<file path="src/rtl/queue_2x115_if.sv">
// queue_2x115_if: ready/valid handshake bundle for the two-entry queue.
// The slave modport is the queue side and the master modport is the user side.
interface queue_2x115_if #(
  parameter int WIDTH = 115,
  parameter int DEPTH = 2
);
  logic                     enq_valid;
  logic                     enq_ready;
  logic [WIDTH-1:0]         enq_bits;
  logic                     deq_valid;
  logic                     deq_ready;
  logic [WIDTH-1:0]         deq_bits;
  logic [$clog2(DEPTH):0]   count;

  modport slave (
    input  enq_valid,
    input  enq_bits,
    input  deq_ready,
    output enq_ready,
    output deq_valid,
    output deq_bits,
    output count
  );

  modport master (
    output enq_valid,
    output enq_bits,
    output deq_ready,
    input  enq_ready,
    input  deq_valid,
    input  deq_bits,
    input  count
  );
endinterface

</file>
<file path="src/rtl/queue_2x115.sv">
// queue_2x115: two-entry 115-bit ready/valid FIFO with a combinational read port.
// Optional macro QUEUE_FLOW_EN: when defined, an empty queue passes the
// producer payload straight through to the consumer in the same cycle.
module queue_2x115 #(
  parameter int WIDTH = 115,
  parameter int DEPTH = 2
) (
  input  logic        clock,
  input  logic        reset_n,
  queue_2x115_if.slave io
);

  localparam int PW = $clog2(DEPTH);
  localparam int CW = PW + 1;

  logic [PW-1:0]    enq_ptr_q, enq_ptr_d;
  logic [PW-1:0]    deq_ptr_q, deq_ptr_d;
  logic             maybe_full_q, maybe_full_d;
  logic [WIDTH-1:0] mem_q [DEPTH];

  logic ptr_match;
  logic empty;
  logic full;
  logic do_enq;
  logic do_deq;
  logic flow_pass;
  logic wr_fire;
  logic rd_fire;

  // Status derived from the registered pointers and the wrap flag.
  always_comb begin
    ptr_match = (enq_ptr_q == deq_ptr_q);
    empty     = ptr_match & ~maybe_full_q;
    full      = ptr_match &  maybe_full_q;
  end

  // Handshake outputs, read port and occupancy.
  always_comb begin
    io.enq_ready = ~full;
`ifdef QUEUE_FLOW_EN
    io.deq_valid = ~empty | io.enq_valid;
    io.deq_bits  = empty ? io.enq_bits : mem_q[deq_ptr_q];
`else
    io.deq_valid = ~empty;
    io.deq_bits  = mem_q[deq_ptr_q];
`endif
    io.count     = full ? CW'(DEPTH) : {1'b0, enq_ptr_q - deq_ptr_q};
  end

  // Fire decode; a flow-through transfer touches neither storage nor pointers.
  always_comb begin
    do_enq = io.enq_valid & io.enq_ready;
    do_deq = io.deq_valid & io.deq_ready;
`ifdef QUEUE_FLOW_EN
    flow_pass = empty & io.enq_valid & io.deq_ready;
`else
    flow_pass = 1'b0;
`endif
    wr_fire = do_enq & ~flow_pass;
    rd_fire = do_deq & ~flow_pass;
  end

  // Next-state for pointers and the wrap flag.
  always_comb begin
    enq_ptr_d    = enq_ptr_q;
    deq_ptr_d    = deq_ptr_q;
    maybe_full_d = maybe_full_q;
    if (wr_fire) enq_ptr_d = enq_ptr_q + PW'(1);
    if (rd_fire) deq_ptr_d = deq_ptr_q + PW'(1);
    if (wr_fire != rd_fire) maybe_full_d = wr_fire;
  end

  // Control state register with asynchronous active-low clear.
  always_ff @(posedge clock or negedge reset_n) begin
    if (!reset_n) begin
      enq_ptr_q    <= '0;
      deq_ptr_q    <= '0;
      maybe_full_q <= 1'b0;
    end else begin
      enq_ptr_q    <= enq_ptr_d;
      deq_ptr_q    <= deq_ptr_d;
      maybe_full_q <= maybe_full_d;
    end
  end

  // Payload storage; not reset, contents become stale when control is cleared.
  always_ff @(posedge clock) begin
    if (wr_fire) mem_q[enq_ptr_q] <= io.enq_bits;
  end

endmodule

</file>
<file path="src/flat_wrapper.sv">
// flat-port wrapper written by rule: the top's interface ports become plain ports
module queue_2x115_flat 
#(
  parameter int WIDTH = 115,
  parameter int DEPTH = 2
)
  (clock, reset_n, io_enq_valid, io_enq_bits, io_deq_ready, io_enq_ready, io_deq_valid, io_deq_bits, io_count);
  queue_2x115_if #(.WIDTH(WIDTH), .DEPTH(DEPTH)) io_i ();
  input  logic clock;
  input  logic reset_n;
  input wire logic [$bits(io_i.enq_valid)-1:0] io_enq_valid;
  input wire logic [$bits(io_i.enq_bits)-1:0] io_enq_bits;
  input wire logic [$bits(io_i.deq_ready)-1:0] io_deq_ready;
  output wire logic [$bits(io_i.enq_ready)-1:0] io_enq_ready;
  output wire logic [$bits(io_i.deq_valid)-1:0] io_deq_valid;
  output wire logic [$bits(io_i.deq_bits)-1:0] io_deq_bits;
  output wire logic [$bits(io_i.count)-1:0] io_count;
  assign io_i.enq_valid = io_enq_valid;
  assign io_i.enq_bits = io_enq_bits;
  assign io_i.deq_ready = io_deq_ready;
  assign io_enq_ready = io_i.enq_ready;
  assign io_deq_valid = io_i.deq_valid;
  assign io_deq_bits = io_i.deq_bits;
  assign io_count = io_i.count;
  queue_2x115 #(.WIDTH(WIDTH), .DEPTH(DEPTH)) u_core (.clock(clock), .reset_n(reset_n), .io(io_i));
endmodule
</file>
<file path="config.mk">
export PLATFORM = sky130hd
export DESIGN_NAME = queue_2x115_flat
export DESIGN_NICKNAME = d
export VERILOG_FILES = /design/src/rtl/queue_2x115_if.sv /design/src/rtl/queue_2x115.sv /design/src/flat_wrapper.sv
export SDC_FILE = /design/constraint.sdc
export NUM_CORES = 1
export LEC_CHECK = 0
export CELL_PAD_IN_SITES_DETAIL_PLACEMENT = 1
export CELL_PAD_IN_SITES_GLOBAL_PLACEMENT = 1
export CORE_MARGIN = 4
export CORE_UTILIZATION = 25
export DETAILED_ROUTE_END_ITERATION = 8
export GPL_ROUTABILITY_DRIVEN = 0
export PLACE_DENSITY_LB_ADDON = 0.1
export SLEW_MARGIN = 15
export SYNTH_ARGS = -nofsm -noshare
export SYNTH_HDL_FRONTEND = slang
export SYNTH_SLANG_ARGS = --single-unit
</file>
<file path="constraint.sdc">
create_clock -name clock -period 15.02 [get_ports clock]
set_input_delay 2.253 -clock clock [delete_from_list [all_inputs] [get_ports clock]]
set_output_delay 2.253 -clock clock [all_outputs]
set_load 0.02 [all_outputs]
</file>
==> results.py <==
metrics = {
    "final_layout": {
        "nets": 757,
        "final_util_pct": 36.09,
        "antenna_cells": 0,
        "layout_commonest_cell": "clkdlybuf4s50_1",
        "final.fill_count": 3363,
        "drive_above_1_share_pct": 23.66,
        "final_cell_mix": "clkdlybuf4s50_1, edfxtp_1, mux2_2",
        "syn2layout_area_growth_pct": 42.27,
    },
    "sta": {
        "fmax_mhz": 177.5,
        "tns_ns": 0,
        "rsz0062_at_grt": "no",
        "skew_ns": 0.01557,
        "hold_viol_final": 0,
        "post-route-period-util_pct": 37.50,
        "setup_viol": 0,
        "worst_pin_slew_ns": 0.9153,
        "setup_slack_ns": 9.387,
        "slew_headroom_pct": 38.98,
        "slew_violations": 0,
        "fin_crit_ns": 5.633,
    },
    "synthesis": {
        "synth_top_area_share_pct": 81.00,
        "synth_nets": 501,
        "synthCells": 382,
        "synth_largest_area_cell": "edfxtp_1",
        "synth-seq-cells": 233,
        "synth_warnings": 0,
        "syn-cell-area_sq_um": 8527,
        "ys_seq_area_share_pct": 81.88,
        "yosys-top-cells-area": "edfxtp_1, mux2_2, buf_6, dfrtp_1, inv_1",
        "syn_area_per_cell_sq_um": 22.32,
        "ys_types": 18,
    },
    "routing": {
        "ant_nets": 0,
        "routed_via_density": 4.005,
        "via_count": 4418,
        "wirelength_um": 20370,
        "drt_iter0_markers": 150,
        "firstDrtPassIters": 4,
        "drc_errors": 0,
        "wl_per_cell_um": 18.46,
    },
    "die": {
        "coreArea_sq_um": 33620,
        "dieArea_sq_um": 37130,
        "die_h_um": 192.7,
        "die-width_um": 192.7,
        "row_count": 67,
        "pin_count": 238,
        "start_util_pct": 25.37,
    },
    "clocking": {
        "cts_resized": 0,
        "cts-root-buf": "clkbuf_16",
        "cts_tree": "built",
        "path_clk_slew_ns": 0.06,
        "cts_num_sinks": 233,
        "cts_max_level": 1,
        "holdBufCountCts": 0,
        "insertion_delay_ns": 0.52,
        "cts_buffers": 27,
        "postCtsSetupBuffers": 0,
        "cts_buffer_depth": 3,
    },
    "setup_path": {
        "ff2ff_setup_slack_ns": 11.86,
        "criticalPathCategory": "reg -> out",
        "slowest_stage": "dfrtp_4",
        "worstPathArrival_ns": 3.38,
        "reg2regPathDepth": 2,
        "max_stage_delay_ns": 0.96,
        "worstSetupEndpointType": "output port",
        "cp_max_fo": 63,
        "worstPathRequired_ns": 12.77,
        "start_kind": "flop",
        "r2r_end": "u_core.mem_q[0][26]$_DFFE_PP_",
        "path_cells": "buf_4 -> mux2_2 -> clkdlybuf4s50_1",
        "rr_startpoint": "u_core.deq_ptr_q$_DFFE_PN0P_",
    },
    "global_route": {
        "grt-busiest-layer": "met2",
        "antenna_found_initial": 3,
        "grtUsageTotal_pct": 10.46,
        "gr-total-overflow": 0,
        "grt_start_max_net_pins": 64,
        "grt_pass1_vias": 5050,
        "grt_pass1_wl_um": 29700,
        "grt_use_met1_pct": 12.71,
        "grt_util_met2_pct": 18.10,
        "globalRouteMet3Util_pct": 3.021,
    },
    "worst_hold_path": {
        "min_to": "u_core.enq_ptr_q$_DFFE_PN0P_",
        "whs_path_depth": 2,
        "worstHoldStart": "u_core.enq_ptr_q$_DFFE_PN0P_",
        "min_path_type": "reg -> reg",
    },
    "placed_design": {
        "io_buffers": 237,
        "pre_cts_ws_ns": 9.837,
        "place_hpwl_um": 13490,
    },
    "power_and_ir_drop": {
        "p_leak_uw": 0.004003,
        "irDropWorstVdd_mv": 0.1012,
        "powerDensity_nw_per_um2": 193.7,
    },
    "outcome": {
        "status": "complete, no violations",
    },
    "flow_run": {
        "max_cap_viol_count": 0,
    },
}
cells in the mapped netlist (all sizes together):
cell type	instances
a211oi	1
o21ai	3
inv	5
dfrtp	3
nand2	3
buf	14
a21boi	1
o211a	1
a2bb2oi	1
mux2	115
a21oi	1
xnor2	1
and3	1
a21o	1
a31oi	1
edfxtp	230
power breakdown:
part / total, uW / switching (uW) / internal, uW
Sequential: 941 / 60.2 / 881
Combinational: 846 / 437 / 410
Clock: 562 / 239 / 323
kinds of logic (layout without fill, tap and decap cells):
logic type	Yosys count	in the layout	share of synthesized area, %
flip-flops	233	233	81.88
multiplexers	115	115	15.19
buffers and inverters	19	292	1.834
AO/OA/AOI/OAI	10	10	0.7924
AND/OR/NAND/NOR	4	4	0.2055
XOR/XNOR	1	1	0.1027
worst max path at each step:
stage	endpoint	slack, ns	cells past startpoint	startpoint
floorplan	u_core.mem_q[1][0]$_DFFE_PP_	6.54	2	io_enq_valid
global placement	io_deq_bits[106]	9.86	3	u_core.deq_ptr_q$_DFFE_PN0P_
detailed placement	io_deq_bits[0]	9.84	3	u_core.deq_ptr_q$_DFFE_PN0P_
CTS	io_deq_bits[0]	9.25	3	u_core.deq_ptr_q$_DFFE_PN0P_
global route	io_deq_bits[106]	9.17	3	u_core.deq_ptr_q$_DFFE_PN0P_
finish	io_deq_bits[106]	9.39	3	u_core.deq_ptr_q$_DFFE_PN0P_
routing by layer:
layer	up-vias	wire [um]
met5	-	36
met4	6	579
met3	35	1262
met2	142	10130
met1	2203	8353
li1	2032	-
final cells by class:
type / count / area [sq um] / share of cell area (%)
clock buffer: 30 / 686.9 / 5.662
clock inverter: 16 / 70.07 / 0.5776
inverter: 5 / 18.77 / 0.1547
multi-input combinational: 130 / 1408 / 11.60
sequential: 233 / 6985 / 57.58
tap: 448 / 560.5 / 4.620
timing repair buffer: 241 / 2402 / 19.80
sequential cells by signal (all words and copies together) (netlist names):
| signal | cells |
|---|---|
| u_core.mem_q | 230 |
| u_core.deq_ptr_q | 1 |
| u_core.enq_ptr_q | 1 |
| u_core.maybe_full_q | 1 |
worst max-delay path, delay by kind of cell (launching register included):
kind                   cells  cell delay, ns
muxes                      1            0.41
DFF                        1            0.96
buffers and inverters      2            1.39
through the flow:
step | cells | hold slack (ns) | instance area, sq um | total power (uW)
after CTS | 1103 | 0.7124 | 12130 | 2404
after detailed placement | 1057 | 0.7009 | 11370 | 1824
after global routing | 1103 | 0.7586 | 12130 | 2470
after floorplan | 382 | 0.6082 | 8527 | 1441
final | 1103 | 0.7074 | 12130 | 2350
after global placement | 1057 | 0.6512 | 11370 | 1813
(Power assumes the default switching activity.)
